--- config.mk ---
export PLATFORM = sky130hd
export DESIGN_NAME = usr_param_burst
export DESIGN_NICKNAME = d
export VERILOG_FILES = /design/src/rtl/usr_param_burst.sv
export SDC_FILE = /design/constraint.sdc
export NUM_CORES = 1
export LEC_CHECK = 0
export CAP_MARGIN = 20
export CORE_AREA = 4 4 61 63
export CTS_CLUSTER_SIZE = 10
export DETAILED_ROUTE_END_ITERATION = 10
export DIE_AREA = 0 0 65 67
export PLACE_DENSITY = 0.78
export SLEW_MARGIN = 20
export SYNTH_ARGS = -nofsm -noshare
export SYNTH_HDL_FRONTEND = slang
export SYNTH_SLANG_ARGS = --single-unit
export TNS_END_PERCENT = 5
--- constraint.sdc ---
create_clock -name clk -period 2.03 [get_ports clk]
set_input_delay 0.3045 -clock clk [delete_from_list [all_inputs] [get_ports clk]]
set_output_delay 0.3045 -clock clk [all_outputs]
set_load 0.005 [all_outputs]
--- src/rtl/usr_param_burst.sv ---
// rtl/usr_param_burst.sv - parametrised universal shift register with N-step burst engine
module usr_param_burst #(
  parameter int WIDTH = 8,
  parameter int CW    = 7
) (
  input  logic             clk,
  input  logic             reset,
  input  logic [2:0]       mode,
  input  logic             data_in,
  input  logic [WIDTH-1:0] parallel_in,
  input  logic             start,
  input  logic [2:0]       burst_mode,
  input  logic [CW-1:0]    burst_count,
  output logic [WIDTH-1:0] Q,
  output logic             serial_out_r,
  output logic             serial_out_l,
  output logic             busy,
  output logic             done
);

  typedef enum logic {
    IDLE = 1'b0,
    RUN  = 1'b1
  } state_t;

  localparam logic [2:0] OP_HOLD = 3'b000;
  localparam logic [2:0] OP_SHR  = 3'b001;
  localparam logic [2:0] OP_LOAD = 3'b010;
  localparam logic [2:0] OP_ROR  = 3'b011;
  localparam logic [2:0] OP_SHL  = 3'b100;
  localparam logic [2:0] OP_ROL  = 3'b101;
  localparam logic [2:0] OP_ASR  = 3'b110;

  state_t           state_q, state_d;
  logic [WIDTH-1:0] q_q, q_d;
  logic [CW-1:0]    cnt_q, cnt_d;
  logic [2:0]       op_q, op_d;
  logic             done_q, done_d;

  function automatic logic [WIDTH-1:0] apply_op(input logic [2:0]       op,
                                                input logic [WIDTH-1:0] cur,
                                                input logic             din,
                                                input logic [WIDTH-1:0] pin);
    logic [WIDTH-1:0] r;
    r = cur;
    case (op)
      OP_SHR:  r = {din, cur[WIDTH-1:1]};
      OP_LOAD: r = pin;
      OP_ROR:  r = {cur[0], cur[WIDTH-1:1]};
      OP_SHL:  r = {cur[WIDTH-2:0], din};
      OP_ROL:  r = {cur[WIDTH-2:0], cur[WIDTH-1]};
      OP_ASR:  r = {cur[WIDTH-1], cur[WIDTH-1:1]};
      default: r = cur;
    endcase
    return r;
  endfunction

  always_comb begin
    state_d = state_q;
    q_d     = q_q;
    cnt_d   = cnt_q;
    op_d    = op_q;
    done_d  = 1'b0;
    case (state_q)
      IDLE: begin
        if (start) begin
          // Load and reserved codes make no sense repeated, so they burst as hold.
          if (burst_mode == OP_HOLD || burst_mode == OP_LOAD || burst_mode == 3'b111)
            op_d = OP_HOLD;
          else
            op_d = burst_mode;
          cnt_d = burst_count;
          if (burst_count != '0) state_d = RUN;
          else                   done_d  = 1'b1;
        end else begin
          q_d = apply_op(mode, q_q, data_in, parallel_in);
        end
      end
      RUN: begin
        q_d   = apply_op(op_q, q_q, data_in, parallel_in);
        cnt_d = cnt_q - 1'b1;
        if (cnt_q == CW'(1)) begin
          state_d = IDLE;
          done_d  = 1'b1;
        end
      end
      default: state_d = IDLE;
    endcase
  end

  always_ff @(posedge clk or posedge reset) begin
    if (reset) begin
      state_q <= IDLE;
      q_q     <= '0;
      cnt_q   <= '0;
      op_q    <= OP_HOLD;
      done_q  <= 1'b0;
    end else begin
      state_q <= state_d;
      q_q     <= q_d;
      cnt_q   <= cnt_d;
      op_q    <= op_d;
      done_q  <= done_d;
    end
  end

  assign Q            = q_q;
  assign serial_out_r = q_q[0];
  assign serial_out_l = q_q[WIDTH-1];
  assign busy         = (state_q == RUN);
  assign done         = done_q;

endmodule
# --- Yosys cells after proc, flatten, opt, wreduce, memory -nomap -nowiden ---
# Cells that the tools add are included.
op_classes:
  n_addsub: 1
  n_reduce_logical: 7
  bitwise_logic: 1
  mux: 15
  n_eq_ne: 23
op_table:
  columns: ["cell", "n"]
  rows:
  - ["$pmux 8 s6", 2]
  - ["$eq 3x3->1 const B", 7]
  - ["$pmux 8 s2", 1]
  - ["$eq 3x2->1 const B", 5]
  - ["$ne 7x1->1 const B", 2]
  - ["$pmux 7 s2", 1]
  - ["$ne 6x1->1 const B", 2]
  - ["$mux 8", 1]
  - ["$ne 2x2->1 const B", 4]
  - ["$eq 7x1->1 const B", 1]
  - ["$mux 7", 1]
  - ["$reduce_bool 7->1", 1]
  - ["$sub 7x1->7 const B", 1]
  - ["$eq 3x1->1 const B", 2]
  - ["$mux 1", 6]
  - ["$reduce_and 5->1", 1]
  - ["$pmux 1 s2", 2]
  - ["$logic_not 3->1", 1]
  - ["$mux 3", 1]
  - ["$reduce_and 3->1", 1]
  - ["$logic_or 1x1->1", 2]
  - ["$reduce_and 2->1", 1]
  - ["$not 1->1", 1]
word_totals:
  reg_bits: 20
  output_inout_bits: 12

# --- Depth between registers and ports, before layout ---
logic_depth:
  depth_word: 4
  ltp_mapped: 6

# --- Worst setup path after synthesis ---
# Ideal clock, no wire load.
synth_path:
  path_type: "register to register"
  startpoint: "register op_q[0]"
  endpoint: "register q_q[0], in the netlist Q[0]"
  period_less_slack_ns: 1.457
  stages_incl_launch_ff: 7
  arrival_time_ns: 1.361
  required_time_ns: 1.935
  slack_ns: 0.573
  cell_sequence: "dfrtp_1 -> clkbuf_8 -> o31a_2 -> a32oi_4 -> buf_6 -> nand2_1 -> o31ai_1"
synth_via:
  elab_chain_len: 3
  word_cells_on_any_way: 10
  cone_classes: "7 x eq/ne; 2 x mux; 1 x reduce/logical"
synth_rtl:
  columns: ["item", "line_no", "source"]
  rows:
  - ["from (decl)", "37", "logic [2:0] op_q, op_d;"]
  - ["from (signal assigned)", "102", "op_q <= op_d;"]
  - ["$eq 3x3->1 (tied with other cells)", "46", "case (op)"]
  - ["$pmux 8 s6 or $ne 7x1->1 (tied branches)", null, null]
  - ["$pmux 8 s2 or $reduce_and 3->1 (tied branches)", null, null]
  - ["to (signal assigned)", "100", "q_q <= q_d;"]
  - ["to (decl)", "35", "logic [WIDTH-1:0] q_q, q_d;"]
# Parallel ways exist; a longest one is shown, timed or not.
# A chain may end at the register's enable or synchronous reset.

# --- Final worst setup path ---
layout_path:
  startpoint: "register state_q, in the netlist busy"
  endpoint: "output port busy"
layout_rtl:
  columns: ["item", "line_no", "source"]
  rows:
  - ["from (decl)", "34", "state_t state_q, state_d;"]
  - ["from (signal assigned)", "99", "state_q <= state_d;"]
  - ["to (decl)", "17", "output logic busy,"]
# No word-level cell between the ends.

==> results.md <==
- Synth top area cells: dfrtp_1 33%, nand2_1 5.7%, a21oi_1 4.7%
- Synth unique cells: 41
- Final Max Tran Viols: 0
- Number of cells produced by synthesis: 171
- Final number of setup-violating endpoints: 0
- # IOs: 37
- Chip width: 65 um
- Leak pwr: 0.8027 nW
- Reg2Reg Depth: 4
- Hold Crit Class: in2async
- Warnings from Yosys: 0
- Drt total wl: 3819 um
- Cell taking the most area after synthesis: dfrtp_1
- Register area share after synthesis: 33.22%
- Antenna violations before repair: 0
- CP delay by family, top: flip-flops
- Tightest Pin Transition: 573.5 ps
- Hold Violations, Final: 0
- Commonest non-fill, non-tap cells in the layout: 36 x clkdlybuf4s50_1, 23 x nand2_1, 19 x dfrtp_1, 14 x a21oi_1, 13 x inv_1
- Initial DRT Pass Iterations: 4
- Die H: 67 um
- Ys async rst share: 100.0%
- Fin crit period: 1775 ps
- R2r setup slk: 390 ps
- WP data arrival: 1470 ps
- Layout area overhead: 29.15%
- CTS buffer count: 3
- Crit Path Max Fanout: 20
- CP required: 1730 ps
- Area of the mapped netlist: 1506 um2
- Most common cell after layout, fill and taps aside: clkdlybuf4s50_1
- DRC: 0
- Setup crit start kind: register
- Clock Sinks: 20
- Largest net degree at the start of global routing: 21
- Status: complete, no violations
- Initial DRC Count: 174
- Cell Pwr Density: ~1400 nW/um2
- Worst-skew pair later-pin latency: around 300 ps
- Slew headroom: between 60% and 70%
- Max IR drop VDD: between 0.6 and 0.7 mV
- Vias in the first global route: 1486
- H-tree depth: 1
- Gr ovfl total: 0
- Max stage delay on crit path: a little under 600 ps
- Critical path cell sequence: clkdlybuf4s50_1
- Worst setup path category: reg2out
- Detailed-route via count: around 1.5k
- Core area: between 3000 and 4000 um2
- Launch point of the worst reg-to-reg path: op_q[2]
- First-pass GRT wire length: 6465 um
- Syn_area_per_cell: 8.810 um2
- Crit share post-route: 87.44%
- Clock root buffer: clkbuf_4
- Synth Register Bits: 20
- Synth top area share: 33.22%
- Post-route cell area: 1946 um2
- Max-cap viol count: 0
- Synth Flop Type: dfrtp_1
- Post-route antenna net violation count: 0
- F_max: roughly 560 MHz
- Routability cong.: roughly 0.9
- Number of synthesized flops with an enable pin: 0
- Initial Util: 46.61%
- Setup_tns: 0 ps
- Power after layout: 2.789 mW
- Share of layout cells above drive strength 1: 11.54%
- Area of placed instances: 1892 um2
- Clk buf depth: 2
- Antenna Cells: 0
- GRT Total Usage: 18.63%
- Vias per std cell: 5.902
- Hold_buf cts: 0
- Unrepaired setup endpoints after global routing: false
- Setup crit end kind: output pin
- Die area: 4355 um2
- DR WL/cell: 15.04 um
- Port buffer count: 36
- # rows: 21
- RR Endpoint: Q[6]
- CP Buf/Inv Count: 1
- Post-Syn Nets: a little under 200
- Clock skew: between 2 and 2.5 ps
- Clock-pin slew on the worst setup and hold paths: 120 ps
- DP HPWL: 2836 um
- Nets: 236
- CP max-delay cell: dfrtp_2
- TritonCTS clock tree: yes
-- cell families (layout without fill, tap and decap cells) --
group | count (synthesis) | count (layout) | share of synthesized area [%]
compound gates | 64 | 64 | 31.48
xor+xnor | 2 | 2 | 1.163
simple gates | 55 | 55 | 19.10
buf+inv | 23 | 60 | 9.718
mux | 5 | 5 | 3.654
fa+ha+maj | 2 | 2 | 1.661
flops | 20 | 20 | 33.22
-- routing by layer --
| layer | up-vias | track usage (%) | share of wire (%) |
|---|---|---|---|
| li1 | 717 | - | - |
| met2 | 48 | 34.10 | 51 |
| met1 | 730 | 21.16 | 42 |
| met3 | 4 | 3.541 | 5.7 |
| met4 | 0 | 7.388 | 0.79 |
| met5 | - | 0 | 0 |
-- worst max path at each step --
stage             from   end  slack [ps]  cells past startpoint
2_1_floorplan  op_q[0]  Q[0]         570                      6
3_3_place_gp   mode[2]  Q[0]          90                      5
3_5_place_dp   mode[2]  Q[0]          20                      5
4_1_cts           busy  busy          30                      1
5_1_grt        op_q[2]  Q[5]         170                      4
6_report          busy  busy         260                      1
-- state kept, by name, indices dropped and copies added (netlist names) --
signal	cells
cnt_q	7
Q	8
done	1
op_q	3
busy	1
-- tightest hold or removal path, delay by kind of cell --
family	cells	cell delay, ps
buffers and inverters	3	720
-- power by group --
group / internal (mW) / total [mW] / switching (mW)
clock network: 0.199 / 0.333 / 0.133
logic: 0.841 / 1.56 / 0.717
registers: 0.592 / 0.897 / 0.306
total: 1.63 / 2.79 / 1.16
-- cell type report --
class	count	area, um2
Inverter	13	48.80
Tap cell	46	57.56
Sequential cell	20	501.7
Clock buffer	3	22.52
Fill cell	311	1286
Clock inverter	1	30.03
Multi-Input combinational cell	128	859.6
Timing Repair Buffer	43	425.4
-- per-stage QoR --
| stage | std cells | hold WS, ps | util, % | setup WS, ps |
|---|---|---|---|---|
| after floorplan | 171 | 268.3 | - | 573.4 |
| after global placement | 250 | 508.8 | 58.54 | 90.73 |
| after detailed placement | 250 | 522.8 | 58.54 | 18.53 |
| after CTS | 254 | 314.7 | 60.16 | 25.55 |
| after global routing | 254 | 350.5 | 60.20 | 174.6 |
| final | 254 | 314.9 | 60.20 | 255.1 |
-- cells in the mapped netlist, types with 2 or more instances --
cell type   n
nand2_1    23
dfrtp_1    20
a221o_1     6
buf_4       2
clkbuf_8    3
o31ai_1     7
o22ai_1     2
o21ai_0    12
mux2_2      4
nor3b_4     2
nor2b_1     3
a221oi_1    8
xor2_1      2
a211oi_1    3
a21oi_1    14
clkbuf_1    2
nor2_1     11
inv_1      13
ha_1        2
nand3_1     7
a32oi_1     2
buf_6       3
nor3_1      2
-- repair_timing --
| item | in CTS | in global routing |
|---|---|---|
| hold endpoints to repair | 0 | 0 |
| setup buffers | 0 | 0 |
| gates resized for setup | 0 | 1 |
| setup endpoints to repair | 0 | 1 |
(Power assumes the default switching activity.)
